### src/rtl/irrigation_countdown_if.sv
// irrigation_countdown_if: preset/enable inputs and digit/status outputs of the irrigation countdown.
// Carries the optional `pause` line when TIMER_PAUSE_EN is defined.
interface irrigation_countdown_if;
  logic       load;
  logic [1:0] minutes_d_preset;
  logic [3:0] minutes_u_preset;
  logic [2:0] seconds_d_preset;
  logic       irrigation_on;
`ifdef TIMER_PAUSE_EN
  logic       pause;
`endif
  logic [1:0] minutes_d;
  logic [3:0] minutes_u;
  logic [2:0] seconds_d;
  logic [3:0] seconds_u;
  logic       running;
  logic       expired;
  modport master (
`ifdef TIMER_PAUSE_EN
    output pause,
`endif
    output load, minutes_d_preset, minutes_u_preset, seconds_d_preset, irrigation_on,
    input  minutes_d, minutes_u, seconds_d, seconds_u, running, expired
  );
  modport slave (
`ifdef TIMER_PAUSE_EN
    input  pause,
`endif
    input  load, minutes_d_preset, minutes_u_preset, seconds_d_preset, irrigation_on,
    output minutes_d, minutes_u, seconds_d, seconds_u, running, expired
  );
endinterface

### src/rtl/irrigation_countdown.sv
// irrigation_countdown: loads an MM:S0 preset and counts down once per prescaled tick to 00:00.
// TIMER_PAUSE_EN adds a pause input that freezes digits and prescaler while running.
module irrigation_countdown #(
  parameter int CLK_HZ   = 50_000_000,
  parameter int TICK_DIV = CLK_HZ
) (
  input logic                  clk,
  input logic                  rst,
  irrigation_countdown_if.slave bus
);
  localparam int CW = $clog2(TICK_DIV);
  localparam logic [1:0] IDLE = 2'd0, RUN = 2'd1, HOLD = 2'd2;
  logic [1:0] state;
  logic [CW-1:0] cnt;
  logic [1:0] md, n_md;
  logic [3:0] mu, n_mu, su, n_su, mu_p;
  logic [2:0] sd, n_sd, sd_p;
  logic ex, paused, pre_nz, count_en, tick, last;
`ifdef TIMER_PAUSE_EN
  assign paused = bus.pause;
`else
  assign paused = 1'b0;
`endif
  always_comb begin
    mu_p = bus.minutes_u_preset > 4'd9 ? 4'd9 : bus.minutes_u_preset;
    sd_p = bus.seconds_d_preset > 3'd5 ? 3'd5 : bus.seconds_d_preset;
    pre_nz = |{bus.minutes_d_preset, mu_p, sd_p};
    count_en = state == RUN && bus.irrigation_on && !paused;
    tick = count_en && cnt == CW'(TICK_DIV - 1);
    n_su = su == 4'd0 ? 4'd9 : su - 4'd1;
    n_sd = su != 4'd0 ? sd : sd == 3'd0 ? 3'd5 : sd - 3'd1;
    n_mu = (su != 4'd0 || sd != 3'd0) ? mu : mu == 4'd0 ? 4'd9 : mu - 4'd1;
    n_md = (su != 4'd0 || sd != 3'd0 || mu != 4'd0) ? md : md - 2'd1;
    last = ~|{md, mu, sd} && su == 4'd1;
  end
  // load wins over everything; an enable change costs one clock before counting resumes
  always_ff @(posedge clk or posedge rst) begin
    if (rst) begin
      state <= IDLE;
      cnt   <= '0;
      md    <= '0;
      mu    <= '0;
      sd    <= '0;
      su    <= '0;
      ex    <= 1'b0;
    end else begin
      ex <= 1'b0;
      if (bus.load) begin
        md    <= bus.minutes_d_preset;
        mu    <= mu_p;
        sd    <= sd_p;
        su    <= 4'd0;
        cnt   <= '0;
        state <= !pre_nz ? IDLE : bus.irrigation_on ? RUN : HOLD;
      end else if (state == RUN && !bus.irrigation_on) begin
        state <= HOLD;
      end else if (state == HOLD && bus.irrigation_on) begin
        state <= RUN;
      end else if (count_en) begin
        cnt <= tick ? '0 : cnt + 1'b1;
        if (tick) begin
          md <= n_md;
          mu <= n_mu;
          sd <= n_sd;
          su <= n_su;
          if (last) begin
            state <= IDLE;
            ex    <= 1'b1;
          end
        end
      end
    end
  end
  assign bus.minutes_d = md;
  assign bus.minutes_u = mu;
  assign bus.seconds_d = sd;
  assign bus.seconds_u = su;
  assign bus.running   = state == RUN;
  assign bus.expired   = ex;
endmodule
### src/flat_wrapper.sv
// flat-port wrapper written by rule: the top's interface ports become plain ports
module irrigation_countdown_flat 
#(
  parameter int CLK_HZ   = 50_000_000,
  parameter int TICK_DIV = CLK_HZ
)
  (clk, rst, bus_load, bus_minutes_d_preset, bus_minutes_u_preset, bus_seconds_d_preset, bus_irrigation_on, bus_minutes_d, bus_minutes_u, bus_seconds_d, bus_seconds_u, bus_running, bus_expired);
  irrigation_countdown_if bus_i ();
  input logic clk;
  input logic rst;
  input wire logic [$bits(bus_i.load)-1:0] bus_load;
  input wire logic [$bits(bus_i.minutes_d_preset)-1:0] bus_minutes_d_preset;
  input wire logic [$bits(bus_i.minutes_u_preset)-1:0] bus_minutes_u_preset;
  input wire logic [$bits(bus_i.seconds_d_preset)-1:0] bus_seconds_d_preset;
  input wire logic [$bits(bus_i.irrigation_on)-1:0] bus_irrigation_on;
  output wire logic [$bits(bus_i.minutes_d)-1:0] bus_minutes_d;
  output wire logic [$bits(bus_i.minutes_u)-1:0] bus_minutes_u;
  output wire logic [$bits(bus_i.seconds_d)-1:0] bus_seconds_d;
  output wire logic [$bits(bus_i.seconds_u)-1:0] bus_seconds_u;
  output wire logic [$bits(bus_i.running)-1:0] bus_running;
  output wire logic [$bits(bus_i.expired)-1:0] bus_expired;
  assign bus_i.load = bus_load;
  assign bus_i.minutes_d_preset = bus_minutes_d_preset;
  assign bus_i.minutes_u_preset = bus_minutes_u_preset;
  assign bus_i.seconds_d_preset = bus_seconds_d_preset;
  assign bus_i.irrigation_on = bus_irrigation_on;
  assign bus_minutes_d = bus_i.minutes_d;
  assign bus_minutes_u = bus_i.minutes_u;
  assign bus_seconds_d = bus_i.seconds_d;
  assign bus_seconds_u = bus_i.seconds_u;
  assign bus_running = bus_i.running;
  assign bus_expired = bus_i.expired;
  irrigation_countdown #(.CLK_HZ(CLK_HZ), .TICK_DIV(TICK_DIV)) u_core (.clk(clk), .rst(rst), .bus(bus_i));
endmodule
### config.mk
export PLATFORM = sky130hd
export DESIGN_NAME = irrigation_countdown_flat
export DESIGN_NICKNAME = d
export VERILOG_FILES = /design/src/rtl/irrigation_countdown_if.sv /design/src/rtl/irrigation_countdown.sv /design/src/flat_wrapper.sv
export SDC_FILE = /design/constraint.sdc
export NUM_CORES = 1
export LEC_CHECK = 0
export BUFFER_PORTS_ARGS = -buffer_cell sky130_fd_sc_hd__clkbuf_2
export CAP_MARGIN = 20
export CORE_UTILIZATION = 30
export DETAILED_ROUTE_END_ITERATION = 16
export GPL_ROUTABILITY_DRIVEN = 0
export HOLD_SLACK_MARGIN = 0.12
export PLACE_DENSITY = 0.44
export SLEW_MARGIN = 10
export SYNTH_ARGS = -nofsm -noshare
export SYNTH_HDL_FRONTEND = slang
export SYNTH_SLANG_ARGS = --single-unit
### constraint.sdc
create_clock -name clk -period 2.7 [get_ports clk]
set_input_delay 0.27 -clock clk [delete_from_list [all_inputs] [get_ports clk]]
set_output_delay 0.27 -clock clk [all_outputs]
set_load 0.005 [all_outputs]
=== After elaboration in Yosys (flattened, before gate mapping) ===
Index checks and enable logic that the tools add are counted.

* Add/sub/neg operators: 5
* Magnitude comparators: 2
* Eq/ne operators: 9
* Muxes and demuxes: 47
* Reduce and logical (&&, ||, !) cells: 28

{| class="wikitable"
|+ Operators with widths
! cell !! count
|-
| $mux 26 || 5
|-
| $mux 4 || 14
|-
| $mux 2 || 14
|-
| $add 26x1->26 const B || 1
|-
| $eq 26x26->1 const B || 1
|-
| $mux 3 || 8
|-
| $reduce_bool 4->1 || 5
|-
| $reduce_or 9->1 || 2
|-
| $reduce_and 5->1 || 3
|-
| $ne 2x2->1 const B || 5
|-
| $logic_not 4->1 || 2
|-
| $sub 4x1->4 const B || 2
|-
| $mux 1 || 6
|-
| $reduce_and 3->1 || 2
|-
| $logic_and 1x1->1 || 5
|-
| $eq 4x1->1 const B || 1
|-
| $gt 4x4->1 const B || 1
|-
| $reduce_and 4->1 || 1
|-
| $reduce_bool 2->1 || 2
|-
| $gt 3x3->1 const B || 1
|-
| $logic_not 3->1 || 1
|-
| $reduce_bool 3->1 || 1
|-
| $sub 3x1->3 const B || 1
|-
| $eq 2x1->1 const B || 1
|-
| 4 further kinds || 6
|}

* Register bits: 42
* Bits of input ports: 13
* Output and inout bits: 15
* Logic and storage cells: 98

=== Depth between registers and ports, before layout ===
Gate-level depths: netlist of run 1.

* Word-level depth: 9
* Mapped depth: 8
* Gate-level depth less buffers: 7

=== Least setup slack after synthesis of run 1 ===
Ideal clock, no wire load.

* Kind: register to register
* Start point: register u_core.su[0] (netlist: u_core.bus.seconds_u[0])
* End point: register u_core.mu[2] (netlist: u_core.bus.minutes_u[2])
* Library setup time: 0.124 ns
* Arrival time: 1.917 ns
* Data required time: 2.576 ns
* Path slack: 0.659 ns
* Stages on the path, launching flop included: 8
* Buffers on the path: 0
* Period minus slack after synthesis: 2.041 ns
* Cell sequence: dfrtp_1 -> inv_1 -> ha_1 -> nor3b_1 -> o21ai_1 -> nor4_2 -> a21boi_0 -> o31a_1

* Longest elaborated chain between the ends: 4

{| class="wikitable"
|+ RTL lines
! what !! line !! source
|-
| start: declaration || irrigation_countdown.sv:16 || <nowiki>logic [3:0] mu, n_mu, su, n_su, mu_p;</nowiki>
|-
| start signal: assignment || irrigation_countdown.sv:65 || <nowiki>su <= n_su;</nowiki>
|-
| $reduce_bool 4->1 || irrigation_countdown.sv:32 || <nowiki>n_mu = (su != 4'd0 || sd != 3'd0) ? mu : mu == 4'd0 ? 4'd9 : mu - 4'd1;</nowiki>
|-
| $logic_or 1x1->1 || irrigation_countdown.sv:32 ||
|-
| $ne 2x2->1 (no source line) || - ||
|-
| $reduce_and 5->1 (no source line) || - ||
|-
| end signal: assignment || irrigation_countdown.sv:50 || <nowiki>mu <= mu_p;</nowiki>
|-
| end signal: assignment || irrigation_countdown.sv:63 || <nowiki>mu <= n_mu;</nowiki>
|-
| end: declaration || irrigation_countdown.sv:16 ||
|}

No other way between the ends.
A chain may end at the register's enable or synchronous reset.

=== Worst setup path after layout of run 1 ===
Ends and elaborated chain as after synthesis.

==> impl_metrics.toml, run 1 <==
[floorplan]
initial_core_util_pct = 31.0
die-area_sq_um = 8860
coreArea_sq_um = 8220
rows = 33
io_pins = 28
die_x_um = 94.1
die_h_um = 94.1

[timing]
skew_ns = 0.00746
setup_viol = 0
fin_setup_tns_ns = 0
max_freq_mhz = 421
maxSlewViolCount = 0
worst_slew_pin_slew_ns = 0.933
hold_viol = 0
rsz0062_at_grt = "false"
fin_crit_ns = 2.38
relSlewSlack_pct = 37.7
period_share_pct = 88.0

[worst_setup_path]
path_class = "reg2reg"
regToRegSetupSlack_ns = 0.32
end_kind = "flip-flop"
critPathMaxFanout = 6
reg2reg_from = "u_core.bus.seconds_u[0]$_DFFE_PP0P_"
cp.required_ns = 2.89
startpoint_type = "flip-flop"
worstPathArrival_ns = 2.57
cp-startpoint = "u_core.bus.seconds_u[0]$_DFFE_PP0P_"

[cts]
clkTransAtPathRegs_ns = 0.08
cts_buffers = 5
cts_sinks = 42
clockBufferDepth = 2
cts_hold_buffers = 0
cts_resized = 0
post_cts_buffers = 0
cts_root_buffer = "clkbuf_8"
cts_tree = "built"
htree_levels = 2
worstSkewPairLatency_ns = 0.30

[synthesis]
async_reset_ff_share_pct = 100
netlist.area_leader.share_pct = 41.3
synth_enable_flop_cells = 0
ys_ff_latch = 42
synth_nets = 299
ys_warn_count = 0
syn_area_sq_um = 2550
synth-main-ff-cell = "dfrtp_1"
avgSynthCellArea_sq_um = 9.00
syn_inst = 283
synth_area_leaders = "dfrtp_1 41%, nor2_1 4.7%, xnor2_1 3.8%"
ys_types = 51
synth_top_area_cell = "dfrtp_1"
yosysSeqAreaShare_pct = 41.3

[finish]
nets = 322
finalNonFillerCells = 411
drive_gt1_share_pct = 15.7
antenna_cells = 0
syn2layout_area_growth_pct = 11.9
design_area_sq_um = 2850
fin_util_pct = 34.7

[power]
p_clk_share_pct = 33.5
p_leak_nw = 1.17
switching_share_pct = 26.9
ir_drop_uv = 195
p_seq_share_pct = 56.2
combPwrFrac_pct = 10.3
power_switching_w = 0.000323
p_per_area_nw_per_um2 = 422
p_int_w = 0.000879

[job]
max_cap_violations = 0

[grt]
grt_pass1_wl_mm = 11.0
antenna_found_initial = 0
overflow = 0
grt_pass1_vias = 2146
track_usage_pct = 16.1
grt_max_degree = 43

[run_status]
outcome = "finished clean"

[detailed_routing]
wl_per_cell_um = 15.6
ant_nets = 0
viasPerCell = 5.32
wirelength_mm = 6.40
drc = 0
firstDrtPassIters = 4
drt_first_iter_violations = 100
vias = 2188

[placement]
dpl-instance-area_sq_um = 2770
dp_hpwl_mm = 4.48
dp_cells = 404
io_buffers = 27

[hold_path]
worstHoldPathType = "in2async"
==> power by group through the flow <==
stage	clock network (W)	logic [W]	registers, W
floorplan	0	0.0000784	0.000682
global placement	0	0.000127	0.000688
detailed placement	0	0.000128	0.000688
CTS	0.000415	0.000128	0.000675
global route	0.000437	0.000144	0.000681
finish	0.000403	0.000124	0.000675
==> sequential cells by signal, indices dropped and copies added (netlist names) <==
signal and count:
u_core.bus.minutes_d 2, u_core.bus.seconds_d 3, u_core.bus.expired 1, u_core.state 2, u_core.bus.minutes_u 4, u_core.bus.seconds_u 4
u_core.cnt 26
==> metrics by stage <==
step | total power (W) | setup WS [ns] | hold WS, ns
6_report | 0.00120 | 0.324 | 0.161
5_1_grt | 0.00126 | 0.123 | 0.218
4_1_cts | 0.00122 | 0.305 | 0.200
3_5_place_dp | 0.000815 | 0.339 | 0.504
3_3_place_gp | 0.000815 | 0.426 | 0.502
2_1_floorplan | 0.000760 | 0.659 | 0.391
==> synthesized netlist by cell type, types with 3 or more instances <==
| cell | n |
|---|---|
| o21ai_0 | 12 |
| nor4_1 | 9 |
| and3_1 | 3 |
| or4_1 | 3 |
| xor2_1 | 10 |
| clkbuf_1 | 9 |
| ha_1 | 3 |
| nor3_1 | 12 |
| xnor2_1 | 11 |
| mux2i_1 | 3 |
| and4_1 | 4 |
| inv_1 | 11 |
| nand3_1 | 19 |
| nor2_1 | 32 |
| a21oi_1 | 14 |
| or3_1 | 5 |
| nand2_1 | 19 |
| buf_2 | 4 |
| nand4_1 | 12 |
| nand3b_1 | 5 |
| dfrtp_1 | 42 |
==> layout make-up <==
type	count	area [sq um]
clock buffers	7	76.3
inverters	11	41.3
well taps	105	131
flip-flops and latches	42	1050
multi-input cells	215	1380
fillers	844	5370
repair buffers	31	165
==> cells by family (layout without fill, tap and decap cells) <==
kind of cell	count (synthesis)	count (layout)	synth area share, %
AO/OA/AOI/OAI	44	44	10.8
XOR/XNOR	21	21	7.22
adder cells (fa/ha/maj)	3	3	1.47
buffers and inverters	26	49	4.37
flip-flops	42	42	41.3
multiplexers	5	5	2.06
AND/OR/NAND/NOR	142	142	32.8
==> placed cells by master (no fill, tap or decap), types with 2 or more instances in the layout <==
cell type,Yosys,final
dfrtp_1,42,42
nor2_1,32,32
clkbuf_2,1,27
nand2_1,19,19
nand3_1,19,19
a21oi_1,14,14
nor3_1,12,12
nand4_1,12,12
o21ai_0,12,11
xnor2_1,11,11
inv_1,11,10
xor2_1,10,10
nor4_1,9,9
nand3b_1,5,5
or3_1,5,5
clkbuf_8,0,5
and4_1,4,4
buf_4,0,4
and3_1,3,3
mux2i_1,3,3
or4_1,3,3
ha_1,3,3
o21ai_1,1,2
nor4b_4,2,2
nand4_4,2,2
o31ai_1,2,2
or2_2,2,2
mux2_2,2,2
and4b_1,2,2
a311oi_1,2,2
o211ai_1,2,2
and2_1,2,2
nor2b_1,2,2
a21o_1,2,2
clkbuf_1,9,2
==> layer usage <==
| metal | wire length [um] | part of all wire [%] | vias up | GRT usage, % |
|---|---|---|---|---|
| li1 | - | - | 1074 | - |
| met1 | 3000 | 47 | 1053 | 22.2 |
| met2 | 3060 | 48 | 55 | 25.6 |
| met3 | 255 | 4.0 | 6 | 2.83 |
| met4 | 75 | 1.2 | 0 | 4.62 |
| met5 | 0 | 0 | - | 0 |
==> worst paths after layout <==
kind                                                  endpoint  depth (start not counted)
setup / recovery           u_core.bus.minutes_u[2]$_DFFE_PP0P_                          7
hold / removal                     u_core.state[1]$_DFFE_PP0P_                          2
setup reg to reg           u_core.bus.minutes_u[2]$_DFFE_PP0P_                          7
hold reg to reg                      u_core.cnt[1]$_DFFE_PP0P_                          2
max in group asynchronous           u_core.cnt[10]$_DFFE_PP0P_                          2
min in group clk           u_core.bus.minutes_d[0]$_DFFE_PP0P_                          3
==> worst max-delay path, cell delays in order, from the launching register on <==
cell      delay [ns]
dfrtp_1         0.44
inv_1           0.08
ha_1            0.22
nor3b_1         0.32
o21ai_1         0.22
nor4_2          0.54
a21boi_0        0.17
o31a_1          0.29
(Power assumes the default switching activity.)
==> inputs of run 2 (changes only) <==
PLACE_DENSITY = 0.46   (was 0.44)
clock period = 2 ns   (was 2.7 ns; I/O delays follow)
==> run 2 against run 1 <==
Effect of this change: clock power is 49% higher; die area stayed put; combinational power is 67% higher; design area is 13% higher; sequential power is 33% higher; utilization is 4.4 points higher; wire length is 5.3% higher; fmax is 22% higher; highest routed layer unchanged; cell count is 9.5% higher; worst hold slack worse by 0.023 ns; clock skew is 0.0019 ns lower.
==> impl_metrics.toml, run 2 (synthesis gave the netlist of run 1 again) <==
[power]
combPwrFrac_pct = 12.1
power_switching_w = 0.000464
p_seq_share_pct = 52.7
ir_drop_uv = 229
finalPower_w = 0.00171
p_int_w = 0.00124
p_leak_nw = 1.37
p_clk_share_pct = 35.2
p_per_area_nw_per_um2 = 533
switching_share_pct = 27.2

[grt]
track_usage_pct = 16.5
grt_pass1_vias = 2266
antenna_found_initial = 0
grt_max_degree = 43
grt_pass1_wl_mm = 11.2
overflow = 0

[worst_setup_path]
end_kind = "flip-flop"
regToRegSetupSlack_ns = 0.05
cp.required_ns = 2.20
worstPathArrival_ns = 2.15
startpoint_type = "flip-flop"
reg2reg_from = "u_core.cnt[9]$_DFFE_PP0P_"
path_class = "reg2reg"
cp-startpoint = "u_core.cnt[9]$_DFFE_PP0P_"
critPathMaxFanout = 6

[finish]
fillers = 851
nets = 360
drive_gt1_share_pct = 27.8
largest_register_ffs = 26
syn2layout_area_growth_pct = 26.0
regArea_sq_um = 1050
multi_input_area_sq_um = 1430
antenna_cells = 0
design_area_sq_um = 3210
mostFrequentLayoutCell = "dfrtp_1"
final_cell_mix = "41 x dfrtp_1, 40 x buf_4, 31 x nor2_1"
top_register = "u_core.cnt"
finalNonFillerCells = 450
fin_util_pct = 39.0

[hold_path]
min_from = "bus_minutes_d_preset[1]"
worstHoldPathType = "in2reg"

[detailed_routing]
firstDrtPassIters = 4
ant_nets = 0
drt_first_iter_violations = 51
vias = 2271
viasPerCell = 5.05
drc = 0
wirelength_mm = 6.74
wl_per_cell_um = 15.0

[cts]
cts_sinks = 42
cts_tree = "built"
htree_levels = 2
cts_root_buffer = "clkbuf_8"
clkTransAtPathRegs_ns = 0.09
cts_buffers = 5
clockBufferDepth = 2
worstSkewPairLatency_ns = 0.30

[floorplan]
coreArea_sq_um = 8220
initial_core_util_pct = 31.0
die_h_um = 94.1
die_x_um = 94.1
rows = 33
die-area_sq_um = 8860
io_pins = 28

[placement]
dpl-instance-area_sq_um = 3040
dp_hpwl_mm = 4.94
io_buffers = 27
dp_cells = 439

[run_status]
outcome = "finished clean"

[timing]
relSlewSlack_pct = 63.4
hold-worst-slack_ns = 0.138
skew_ns = 0.00560
setup_viol = 0
worst_slew_pin_slew_ns = 0.549
max_freq_mhz = 514
period_share_pct = 97.4
fin_crit_ns = 1.95
maxSlewViolCount = 0
hold_viol = 0
rsz0062_at_grt = "true"

[job]
max_cap_violations = 0
-- run 2: cell types whose count changed in the layout (fill, tap and decap cells not counted), moves of 2 or more --
cell           delta
and4_2            +2
buf_4            +36
dlygate4sd3_1     +2
nor4_1            -3
clkbuf_1          -2
nor4_2            +2
and4_1            -2
-- run 2: stage by stage --
step,TNS [ns],setup WS [ns]
after CTS,0,0.0409
after detailed placement,0,0.0680
after floorplan,0,0.0427
final,0,0.0528
after global placement,0,0.0812
after global routing,-0.00180,-0.00180
-- run 2: final timing paths --
path | endpoint | depth (start not counted)
setup / recovery | u_core.state[0]$_DFFE_PP0P_ | 5
hold / removal | u_core.bus.minutes_d[1]$_DFFE_PP0P_ | 3
setup reg to reg | u_core.state[0]$_DFFE_PP0P_ | 5
hold reg to reg | u_core.cnt[1]$_DFFE_PP0P_ | 2
max in group asynchronous | u_core.cnt[6]$_DFFE_PP0P_ | 4
min in group asynchronous | u_core.state[1]$_DFFE_PP0P_ | 4
-- run 2: final cells by class --
| type | count | share of cell area, % |
|---|---|---|
| multi-input combinational | 215 | 44.7 |
| inverter | 11 | 1.29 |
| sequential | 42 | 32.8 |
| clock buffer | 6 | 2.57 |
| clock inverter | 2 | 0.390 |
| tap | 105 | 4.10 |
| timing repair buffer | 69 | 14.2 |
-- run 2: power groups by stage --
stage                     sequential, W  combinational (W)  clock [W]
after floorplan                0.000920           0.000106          0
after global placement         0.000918           0.000202          0
after detailed placement       0.000917           0.000204          0
after CTS                      0.000901           0.000208   0.000631
after global routing           0.000907           0.000234   0.000658
final                          0.000901           0.000207   0.000601
-- run 2: what timing repair did --
action,CTS,global route
gates resized for setup,0,11
endpoints found under the hold margin,43,0
setup endpoints to repair,0,12
setup buffers,0,1
hold buffers,2,0
-- run 2: critical path, cell delays in order, from the launching register on --
cell and delay [ns]:
dfrtp_1 0.43, and4bb_2 0.35, nand4_4 0.11, or2_1 0.28, or3_1 0.42, a41o_1 0.25
-- run 2: metal layers --
layer | vias up | share of wire, % | global-route usage (%) | wire length [um]
met5 | - | 0 | 0 | 0
met4 | 0 | 0.89 | 3.85 | 60
met3 | 7 | 3.0 | 2.91 | 199
met2 | 37 | 47 | 27.2 | 3140
met1 | 1078 | 49 | 22.4 | 3330
li1 | 1149 | - | - | -
==> inputs of run 3 (changes only) <==
clock period = 1.7 ns   (was 2 ns; I/O delays follow)
==> run 3 against run 2 <==
Effect of this change: the run now ends with setup timing left; sequential share of layout area down 5.0 points; sequential cell count unchanged; clock power up 3.5%; count of clock-buffer cells in the layout up 1; clock skew up 0.0053 ns; worst setup slack worse by 0.24 ns; register-to-register slack worse by 0.24 ns; worst hold slack better by 0.0087 ns; first-iteration DRC count up 45%; global-route usage up 1.6 points; critical path depth unchanged.
==> impl_metrics.toml, run 3 (synthesis gave the netlist of run 1 again) <==
[timing]
relSlewSlack_pct = 70.8
setup_slack_ns = -0.189
setup_viol = 37
max_freq_mhz = 529
rsz0062_at_grt = "true"
fin_setup_tns_ns = -3.70
fin_crit_ns = 1.89
worst_slew_pin_slew_ns = 0.437
period_share_pct = 111
skew_ns = 0.0109
hold_viol = 0
maxSlewViolCount = 0

[floorplan]
coreArea_sq_um = 8220
die-area_sq_um = 8860
die_h_um = 94.1
io_pins = 28
die_x_um = 94.1
initial_core_util_pct = 31.0
rows = 33

[grt]
overflow = 0
grt_pass1_vias = 2490
grt_max_degree = 43
grt_pass1_wl_mm = 12.3
antenna_found_initial = 0
track_usage_pct = 18.1

[worst_setup_path]
regToRegSetupSlack_ns = -0.19
reg2reg_from = "u_core.cnt[24]$_DFFE_PP0P_"
crit_chain = "nor4b_4 > nand4_4 > or2_4 > or3_4 > a41o_1"
worstPathArrival_ns = 2.07
startpoint_type = "flip-flop"
rr_worst_depth = 5
slowest_stage = "dfrtp_2"
path_class = "reg2reg"
slowest_delay_ns = 0.44
critPathMaxFanout = 4
setup.worst_path.end = "u_core.state[0]$_DFFE_PP0P_"
end_kind = "flip-flop"
r2r_end = "u_core.state[0]$_DFFE_PP0P_"
cp-startpoint = "u_core.cnt[24]$_DFFE_PP0P_"
cp.required_ns = 1.89

[placement]
dp_hpwl_mm = 5.37
dpl-instance-area_sq_um = 3340
io_buffers = 27
dp_cells = 471

[run_status]
violations = "setup timing"
outcome = "finished with violations"

[power]
p_clk_share_pct = 31.1
p_per_area_nw_per_um2 = 528
p_int_w = 0.00147
power_switching_w = 0.000530
finalPower_w = 0.00200
combPwrFrac_pct = 16.5
p_seq_share_pct = 52.5
p_leak_nw = 1.68
ir_drop_uv = 315
switching_share_pct = 26.4

[cts]
htree_levels = 2
cts_root_buffer = "clkbuf_8"
cts_sinks = 42
cts_tree = "built"
clockBufferDepth = 2
clkTransAtPathRegs_ns = 0.08
worstSkewPairLatency_ns = 0.29
cts_buffers = 5

[detailed_routing]
vias = 2495
viasPerCell = 4.98
wl_per_cell_um = 14.9
firstDrtPassIters = 4
ant_nets = 0
drc = 0
wirelength_mm = 7.45
drt_first_iter_violations = 74

[finish]
mostFrequentLayoutCell = "buf_4"
finalNonFillerCells = 501
nets = 412
fillers = 805
antenna_cells = 0
drive_gt1_share_pct = 42.2
syn2layout_area_growth_pct = 49.1
largest_register_ffs = 26
final_cell_mix = "83 x buf_4, 39 x dfrtp_1, 31 x nor2_1"
top_register = "u_core.cnt"
design_area_sq_um = 3800

[job]
max_cap_violations = 0

[hold_path]
worstHoldPathType = "in2reg"
-- run 3: changes by cell type in the layout (fill, tap and decap cells not counted), sizes merged --
cell / delta
buf: +51
clkinvlp: -1
dlygate4sd3: +1
clkinv: -1
clkbuf: +1
-- run 3: through the flow --
step | hold slack (ns) | setup WS [ns] | utilization [%]
detailed placement | 0.214 | -0.213 | 40.6
finish | 0.147 | -0.189 | 46.2
global route | 0.148 | -0.230 | 46.2
global placement | 0.211 | -0.188 | 40.6
CTS | 0.126 | -0.180 | 44.9
floorplan | 0.291 | -0.121 | -
-- run 3: worst min-delay path by stage --
stage | end | slack (ns) | cells after the start | from
finish | u_core.bus.minutes_u[1]$_DFFE_PP0P_ | 0.15 | 3 | bus_minutes_u_preset[1]
global placement | u_core.cnt[1]$_DFFE_PP0P_ | 0.21 | 3 | rst
CTS | u_core.bus.minutes_u[1]$_DFFE_PP0P_ | 0.13 | 3 | bus_minutes_u_preset[1]
floorplan | u_core.bus.minutes_d[0]$_DFFE_PP0P_ | 0.29 | 2 | bus_minutes_d_preset[0]
detailed placement | u_core.bus.expired$_DFF_PP0_ | 0.21 | 3 | rst
global route | u_core.bus.minutes_u[0]$_DFFE_PP0P_ | 0.15 | 3 | bus_minutes_u_preset[0]
-- run 3: critical path: cells and delay by family, from the launching register on --
kind / cells / cell delay (ns)
and+or+nand+nor: 4 / 1.13
DFF: 1 / 0.44
AOI/OAI and AO/OA: 1 / 0.21
-- run 3: metal layers --
metal	wire, um	GRT usage, %
met5	0	0
met4	34	4.23
met3	226	2.75
met2	3820	33.1
met1	3370	22.1
-- run 3: timing repair --
| action | CTS | global route |
|---|---|---|
| setup buffers | 13 | 7 |
| hold buffers | 3 | 0 |
| resized for setup | 36 | 14 |
| pin swaps | 15 | 12 |
| endpoints found under the hold margin | 44 | 0 |
| setup endpoints to repair | 40 | 41 |
-- run 3: power groups by stage --
stage                     Sequential [W]  Clock (W)  Combinational [W]
after floorplan                  0.00108          0           0.000129
after global placement           0.00107          0           0.000294
after detailed placement         0.00107          0           0.000293
after CTS                        0.00105   0.000654           0.000310
after global routing             0.00105   0.000686           0.000365
final                            0.00105   0.000622           0.000330
-- run 3: layout make-up --
class	count	area, sq um	share of cell area, %
multi-input combinational	215	1600	42.1
sequential	42	1050	27.8
timing repair buffer	121	896	23.6
tap	105	131	3.46
clock buffer	7	76.3	2.01
inverter	11	41.3	1.09
